==> src/rtl/vec_pkg.sv <==
// Shared types and default geometry for the vector execute unit.
// Lane opcodes, controller states and the default vector/lane/beat sizing.
package vec_pkg;

    localparam int VEC_VW  = 256;
    localparam int VEC_EW  = 8;
    localparam int VEC_LPC = 8;

    typedef enum logic [2:0] {
        VOP_ADD = 3'b000,
        VOP_SUB = 3'b001,
        VOP_AND = 3'b010,
        VOP_OR  = 3'b011,
        VOP_MUL = 3'b100,
        VOP_SRL = 3'b101,
        VOP_SLL = 3'b110,
        VOP_MOV = 3'b111
    } vop_e;

    typedef enum logic [1:0] {
        IDLE = 2'b00,
        BUSY = 2'b01,
        DONE = 2'b10
    } vstate_e;

endpackage

==> src/rtl/vector_lane_alu.sv <==
// Single-lane combinational ALU; all results wrap modulo 2^EW.
// Shift amounts use only the low three bits of b.
module vector_lane_alu
    import vec_pkg::*;
#(
    parameter int EW = VEC_EW
) (
    input  logic [EW-1:0] a,
    input  logic [EW-1:0] b,
    input  vop_e          op,
    output logic [EW-1:0] y
);

    // Lane operation select
    always_comb begin
        y = a;
        case (op)
            VOP_ADD: y = a + b;
            VOP_SUB: y = a - b;
            VOP_AND: y = a & b;
            VOP_OR:  y = a | b;
            VOP_MUL: y = a * b;
            VOP_SRL: y = a >> b[2:0];
            VOP_SLL: y = a << b[2:0];
            VOP_MOV: y = a;
            default: y = a;
        endcase
    end

endmodule

==> src/rtl/vector_execute.sv <==
// Multi-cycle vector execute unit: processes LPC lanes per beat, stalls the
// front end while busy and presents a registered result with a one-cycle valid.
module vector_execute
    import vec_pkg::*;
#(
    parameter int N   = 24,
    parameter int VW  = VEC_VW,
    parameter int EW  = VEC_EW,
    parameter int LPC = VEC_LPC
) (
    input  logic          clk,
    input  logic          rst,
    input  logic          vRegWriteE,
    input  logic          vMemWriteE,
    input  logic [2:0]    ALUControlE,
    input  logic          ALUSrcE,
    input  logic [N-1:0]  ExtImmE,
    input  logic [3:0]    WA3E,
    input  logic [VW-1:0] vRD1E,
    input  logic [VW-1:0] vRD2E,
    output logic          StallV,
    output logic          vValidM,
    output logic [VW-1:0] vResultM,
    output logic          vRegWriteM,
    output logic          vMemWriteM,
    output logic [3:0]    WA3M
);

    localparam int LANES = VW / EW;
    localparam int SW    = EW * LPC;
    localparam int BEATS = VW / SW;
    localparam int CW    = (BEATS > 1) ? $clog2(BEATS) : 1;
    localparam logic [CW-1:0] LAST_BEAT = CW'(BEATS - 1);

    vstate_e       state_r;
    vstate_e       state_next_s;
    logic [CW-1:0] cnt_r;
    logic [VW-1:0] a_r;
    logic [VW-1:0] b_r;
    logic [VW-1:0] buf_r;
    vop_e          op_r;
    logic [3:0]    wa_r;
    logic          rw_r;
    logic          mw_r;

    logic          valid_m_r;
    logic [VW-1:0] result_m_r;
    logic          rw_m_r;
    logic          mw_m_r;
    logic [3:0]    wa_m_r;

    logic          start_s;
    logic          load_s;
    logic          stall_s;
    logic          last_beat_s;
    logic [VW-1:0] b_sel_s;
    logic [SW-1:0] a_slice_s;
    logic [SW-1:0] b_slice_s;
    logic [SW-1:0] y_slice_s;
    logic [VW-1:0] buf_next_s;
    logic          unused_imm_s;

    assign start_s      = vRegWriteE | vMemWriteE;
    assign last_beat_s  = (cnt_r == LAST_BEAT);
    assign b_sel_s      = ALUSrcE ? {LANES{ExtImmE[EW-1:0]}} : vRD2E;
    assign unused_imm_s = ^ExtImmE[N-1:EW];

    assign a_slice_s = a_r[cnt_r * SW +: SW];
    assign b_slice_s = b_r[cnt_r * SW +: SW];

    for (genvar g = 0; g < LPC; g++) begin : g_lane
        vector_lane_alu #(.EW(EW)) u_lane (
            .a  (a_slice_s[g*EW +: EW]),
            .b  (b_slice_s[g*EW +: EW]),
            .op (op_r),
            .y  (y_slice_s[g*EW +: EW])
        );
    end

    // Merge the current beat's lanes into the result buffer
    always_comb begin
        buf_next_s = buf_r;
        buf_next_s[cnt_r * SW +: SW] = y_slice_s;
    end

    // Controller state register
    always_ff @(posedge clk or posedge rst) begin
        if (rst) begin
            state_r <= IDLE;
        end else begin
            state_r <= state_next_s;
        end
    end

    // Controller next-state logic
    always_comb begin
        state_next_s = IDLE;
        case (state_r)
            IDLE:    state_next_s = start_s ? BUSY : IDLE;
            BUSY:    state_next_s = last_beat_s ? DONE : BUSY;
            DONE:    state_next_s = start_s ? BUSY : IDLE;
            default: state_next_s = IDLE;
        endcase
    end

    // Controller outputs: stall releases in the last beat so DE advances once
    always_comb begin
        stall_s = 1'b0;
        load_s  = 1'b0;
        case (state_r)
            IDLE: begin
                stall_s = start_s;
                load_s  = start_s;
            end
            BUSY: begin
                stall_s = ~last_beat_s;
                load_s  = 1'b0;
            end
            DONE: begin
                stall_s = start_s;
                load_s  = start_s;
            end
            default: begin
                stall_s = 1'b0;
                load_s  = 1'b0;
            end
        endcase
    end

    // Operand latch, beat counter and result buffer
    always_ff @(posedge clk or posedge rst) begin
        if (rst) begin
            cnt_r <= '0;
            a_r   <= '0;
            b_r   <= '0;
            buf_r <= '0;
            op_r  <= VOP_ADD;
            wa_r  <= 4'd0;
            rw_r  <= 1'b0;
            mw_r  <= 1'b0;
        end else if (load_s) begin
            cnt_r <= '0;
            a_r   <= vRD1E;
            b_r   <= b_sel_s;
            op_r  <= vop_e'(ALUControlE);
            wa_r  <= WA3E;
            rw_r  <= vRegWriteE;
            mw_r  <= vMemWriteE;
        end else if (state_r == BUSY) begin
            cnt_r <= cnt_r + CW'(1);
            buf_r <= buf_next_s;
        end
    end

    // Memory-side outputs: captured at the last beat so they hold through DONE
    always_ff @(posedge clk or posedge rst) begin
        if (rst) begin
            valid_m_r  <= 1'b0;
            result_m_r <= '0;
            rw_m_r     <= 1'b0;
            mw_m_r     <= 1'b0;
            wa_m_r     <= 4'd0;
        end else if ((state_r == BUSY) && last_beat_s) begin
            valid_m_r  <= 1'b1;
            result_m_r <= buf_next_s;
            rw_m_r     <= rw_r;
            mw_m_r     <= mw_r;
            wa_m_r     <= wa_r;
        end else begin
            valid_m_r  <= 1'b0;
            rw_m_r     <= 1'b0;
            mw_m_r     <= 1'b0;
        end
    end

    assign StallV     = stall_s;
    assign vValidM    = valid_m_r;
    assign vResultM   = result_m_r;
    assign vRegWriteM = rw_m_r;
    assign vMemWriteM = mw_m_r;
    assign WA3M       = wa_m_r;

endmodule

==> config.mk <==
export PLATFORM = sky130hd
export DESIGN_NAME = vector_execute
export DESIGN_NICKNAME = d
export VERILOG_FILES = /design/src/rtl/vec_pkg.sv /design/src/rtl/vector_lane_alu.sv /design/src/rtl/vector_execute.sv
export SDC_FILE = /design/constraint.sdc
export NUM_CORES = 2
export LEC_CHECK = 0
export BUFFER_PORTS_ARGS = -buffer_cell sky130_fd_sc_hd__clkbuf_2
export CORE_MARGIN = 8
export CORE_UTILIZATION = 49
export DETAILED_ROUTE_END_ITERATION = 7
export PLACE_DENSITY_LB_ADDON = 0.25
export SYNTH_ARGS = -nofsm -noshare
export SYNTH_HDL_FRONTEND = slang
export SYNTH_SLANG_ARGS = --single-unit
==> constraint.sdc <==
create_clock -name clk -period 36.6 [get_ports clk]
set_clock_uncertainty 0.2 [all_clocks]
set_input_delay 3.66 -clock clk [delete_from_list [all_inputs] [get_ports clk]]
set_output_delay 3.66 -clock clk [all_outputs]
set_load 0.02 [all_outputs]
Word level (Yosys, flattened, before mapping) --
Index checks and enable logic that the tools add are counted.
Operators by class: bitwise gates (word level) 19, $add $sub $neg 18, divide/modulo/power cells 0, mux-type cells 20, equality and inequality tests 10, $mul 8, shifts and indexed selects 20, reduce and logical (&&, ||, !) cells 6, magnitude comparators 0
Operator list (number):
- $pmux W8 S8 | 8
- $shiftx A256 B9 Y64 | 2
- $bwmux W256 | 1
- $mux W256 | 1
- $shift A64 B34 Y256 const A | 1
- $shiftx A64 B34 Y256 | 1
- $add A8 B8 Y8 | 8
- $and A8 B8 Y8 | 8
- $mul A8 B8 Y8 | 8
- $or A8 B8 Y8 | 8
- $shl A8 B3 Y8 | 8
- $shr A8 B3 Y8 | 8
- $sub A8 B8 Y8 | 8
- $neg A8 Y34 | 1
- $eq A3 B3 Y1 const B | 4
- $eq A3 B2 Y1 const B | 2
- $mux W2 | 3
- $mux W1 | 5
- $eq A2 B2 Y1 const B | 2
- $pmux W2 S2 | 1
- $eq A3 B1 Y1 const B | 1
- $logic_not A3 Y1 | 1
- $add A2 B1 Y2 const B | 1
- $eq A2 B1 Y1 const B | 1
- 8 further kinds | 9
Word-level totals: bits in writable memories 0, word-level logic and storage cells 115, bits in read-only memories 0, memories 0, register bits 1044, input port bits 548, output and inout port bits 264, bits in latches 0

Depth between registers and ports, before layout --
depth after elaboration 5, depth in mapped cells 26, gate-level depth less buffers 21

Hierarchy --
Synthesis repeated with hierarchy kept, for this count alone.
Unflattened totals: cell total of the unflattened synthesis 6042, area total of the unflattened synthesis 59413.2 µm²
Modules (own cells, without submodules):
- vector_execute | sequential area each 24523.5 µm², area each 41911.4 µm², instances 1, cells an instance 3586
- vector_lane_alu (g_lane[0].u_lane ...) | sequential area each 0.0 µm², area each 2188.3 µm², instances 7, cells an instance 307
- vector_lane_alu (g_lane[6].u_lane) | sequential area each 0.0 µm², area each 2183.3 µm², instances 1, cells an instance 307

Least setup slack after synthesis --
OpenSTA, ideal clock, no wires.
path type input port to output port, from in vMemWriteE, to out StallV, data arrival time 5085 ps, path slack 27655 ps, cell stages on the path 5, path buffers 3, data required time 32740 ps, cell sequence o21bai_1 > clkbuf_1 > clkbuf_1 > clkbuf_1 > o21ai_0
On the way: longest elaborated chain between the ends 2
Ends and longest elaborated chain:
- start, declared | RTL line vector_execute.sv:14 | input logic vMemWriteE,
- $or A1 B1 Y1 | RTL line vector_execute.sv:63 | assign start_s = vRegWriteE | vMemWriteE;
- $pmux W1 S2 | RTL line vector_execute.sv:110 | case (state_r)
- end, declared | RTL line vector_execute.sv:21 | output logic StallV,
No other way between the ends.

Worst setup path after layout --
from reg cnt_r[1], to reg result_m_r[71] (netlist: vResultM[71])
On the way: longest elaborated chain between the ends 5, elaborated cells between the ends (all ways) 72, those cells by class 17 x add/sub; 8 x mul; 1 x eq/ne; 20 x shift; 9 x mux; 16 x bitwise; 1 x reduce/logical
Ends and longest elaborated chain:
- start, declared | RTL line vector_execute.sv:37 | logic [CW-1:0] cnt_r;
- start signal, assigned | RTL line vector_execute.sv:150 | cnt_r <= cnt_r + CW'(1);
- $shiftx A256 B9 Y64 (on tied branches) | RTL line vector_execute.sv:68, vector_execute.sv:69
- $mul A8 B8 Y8, or another cell as far along | RTL line vector_lane_alu.sv:22 | VOP_MUL: y = a * b;
- $pmux W8 S8 | RTL line vector_lane_alu.sv:17 | case (op)
- $shiftx A64 B34 Y256 | RTL line vector_execute.sv:83 | buf_next_s[cnt_r * SW +: SW] = y_slice_s;
- $bwmux W256 | RTL line vector_execute.sv:83
- end signal, assigned | RTL line vector_execute.sv:165 | result_m_r <= buf_next_s;
- end, declared | RTL line vector_execute.sv:47 | logic [VW-1:0] result_m_r;
Parallel ways exist; a longest one is shown, timed or not. A chain may end at the register's enable or synchronous reset.

==> metrics.yaml <==
syn_area_per_cell_um2: 9.73
cts_buffers: 108
port_buffers: 795
ys.flop_type: "dfrtp_1"
wl_per_cell_um: 25.2
holdWs_ns: 0.261
synth_nets: 7120
synth_compound_area_share_pct: 18.4
hpwl_um: 152000
synthMuxAreaShare_pct: 10.9
final_cell_count_no_fill: 8495
critPathMaxFanout: 49
cts_tree: "yes"
antenna_found_initial: 23
ant_nets: 0
slew_headroom_pct: 15.8
crit_start: "cnt_r[1]"
cts_resized: 0
hold_class: "reg -> reg"
synth_top_family_by_area: "compound AO/OA/AOI/OAI gates"
post_cts_buffers: 0
slowest_stage: "mux4_2"
crit_required_ns: 37.09
slew_viol_final: 0
rows: 129
chipHeight_um: 368
syn_to_final_growth_pct: 14.3
crit_chain: "buf_4 -> buf_4 -> buf_4 -> mux4_2 -> nand2_1 -> fa_1 -> inv_1 -> fa_1 -> inv_1 -> fa_1 -> fa_1 -> inv_1 -> ha_1 -> a21oi_1 -> xnor2_1 -> xnor2_1 -> xnor2_1 -> xnor2_1 -> a21oi_1 -> a21oi_2 -> a221o_1"
synth-simple-area-share_pct: 11.2
drc: 0
htreeDepth: 3
maxCapViolCount: 0
final_hold_viol_count: 0
startpoint_type: "flop"
synth_area_mm2: 0.0608
worstHoldStart: "wa_r[3]"
fin_crit_ns: 8.39
firstDrtPassIters: 8
clk_latency_ns: 0.75
ioPinCount: 812
outcome: "complete, no violations"
synthAdderAreaFrac_pct: 7.98
drive_gt1_share_pct: 22.7
syn_inst: 6247
core_area_mm2: 0.123
routed_via_density: 6.06
synth_edf_count: 0
nNetsFinal: 7623
hold_buffers: 0
gp_congestion: 0.918
place_worst_setup_slack_ns: 28.22
postRouteWirelength_um: 214000
ys_ff_latch: 1044
ys_async_sr_fraction_pct: 100
die-width_um: 368
grt_max_degree: 260
worst_pin_slew_ns: 1.26
reg2reg_from: "cnt_r[1]"
overflow: 0
drtIter0Drc: 5480
yosys_warnings: 0
synth_seq_area_share_pct: 43.0
rsz0062_at_grt: "false"
grt_pass1_vias: 50700
cts_root_buf: "clkbuf_16"
cts.clk_slew.worst_paths_ns: 0.06
layout_setup_ws_ns: 28.21
grt_pass1_wl_um: 323000
synth.distinct_cells: 83
clockBufferDepth: 3
dieArea_mm2: 0.136
slowest_delay_ns: 0.86
placedCellCount: 8277
nFillCells: 11000
grtUsageTotal_pct: 30.5
num_vias: 51500
clkSinkCount: 1044
setup_viol_count_final: 0
setup.worst_path.class: "reg -> reg"
arrival_ns: 8.87
endpoint_kind: "flop"
clock.fmax_ghz: 0.119
synth_xor_area_share_pct: 3.33
finalSetupTns_ns: 0
start_util_pct: 49.2
fin_crit_sh_pct: 22.9
[critical path: cells and delay by family, from the launching register on]
family | cells | cell delay, ns
buffers and inverters | 6 | 2.16
AND/OR/NAND/NOR | 1 | 0.19
XOR/XNOR | 4 | 0.62
multiplexers | 1 | 0.86
adder cells (fa/ha/maj) | 5 | 2.05
flip-flops | 1 | 0.63
AO/OA/AOI/OAI | 4 | 1.42
[stage by stage]
| step | utilization (%) | area, um2 |
|---|---|---|
| 2_1_floorplan | - | 60800 |
| 3_3_place_gp | 53.2 | 65700 |
| 3_5_place_dp | 53.2 | 65700 |
| 4_1_cts | 56.2 | 69400 |
| 5_1_grt | 56.3 | 69500 |
| 6_report | 56.3 | 69500 |
[synth_stat cells, types with 104 or more instances]
master	count	area [um2]
dfrtp_1	1044	26100
nand2_1	723	2710
nor2_1	600	2250
o21ai_0	570	2850
a21oi_1	481	2410
clkbuf_1	409	1540
mux2_2	284	3200
inv_1	283	1060
ha_1	221	2770
a221oi_1	196	1720
xnor2_1	178	1560
mux4_2	128	2880
and2_1	115	719
a22o_1	109	955
fa_1	104	2080
[cell usage in the layout, fill, tap and decap left out, types with 109 or more instances in the layout]
cell / n
o21ai_0: 570
and2_1: 115
nor2_1: 593
mux4_2: 128
nand2_1: 717
ha_1: 221
a22o_1: 109
mux2_2: 284
inv_1: 276
dfrtp_1: 1039
clkbuf_2: 795
a21oi_1: 481
a221oi_1: 196
xnor2_1: 178
[registers in the layout (all words and copies together), names as in the netlist]
signal,count
a_r,256
b_r,256
buf_r,256
vResultM,256
WA3M,4
wa_r,4
op_r,3
cnt_r,2
state_r,2
mw_r,1
rw_r,1
vMemWriteM,1
vRegWriteM,1
vValidM,1
[layer usage]
| metal | vias up | track usage (%) | routed length, um |
|---|---|---|---|
| met3 | 391 | 6.56 | 20100 |
| met5 | - | 0 | 86 |
| met4 | 14 | 11.0 | 7970 |
| met2 | 2630 | 46.8 | 96800 |
| met1 | 25400 | 42.9 | 88900 |
| li1 | 23000 | - | - |
[area by class of cell]
cell class                 count  area (um2)  area share (%)
tap                         1637        2050            2.95
clock buffer                 164        3200            4.61
timing repair buffer         895        4780            6.88
multi-input combinational   4401       31500            45.4
sequential                  1044       26100            37.6
antenna                       17        42.5          0.0612
inverter                     300        1150            1.65
clock inverter                37         586           0.843
[path summary, 6_finish.rpt]
check | endpoint | slack, ns | cells past startpoint
min in group asynchronous | a_r[78] | 2.94 | 2
worst min-delay path | WA3M[3] | 0.26 | 2
worst max-delay path | vResultM[71] | 28.21 | 21
worst max register to register | vResultM[71] | 28.21 | 21
max in group asynchronous | a_r[169] | 29.34 | 6
worst min register to register | WA3M[3] | 0.26 | 2
[cell families after synthesis]
kind of cell | Yosys count
compound gates | 1760
xor+xnor | 223
fa+ha+maj | 325
buf+inv | 802
flops | 1044
mux | 465
simple gates | 1628
Power is left out: the tool's default activity adds up to more than one toggle a clock period on the data nets, which glitch-free logic cannot reach.
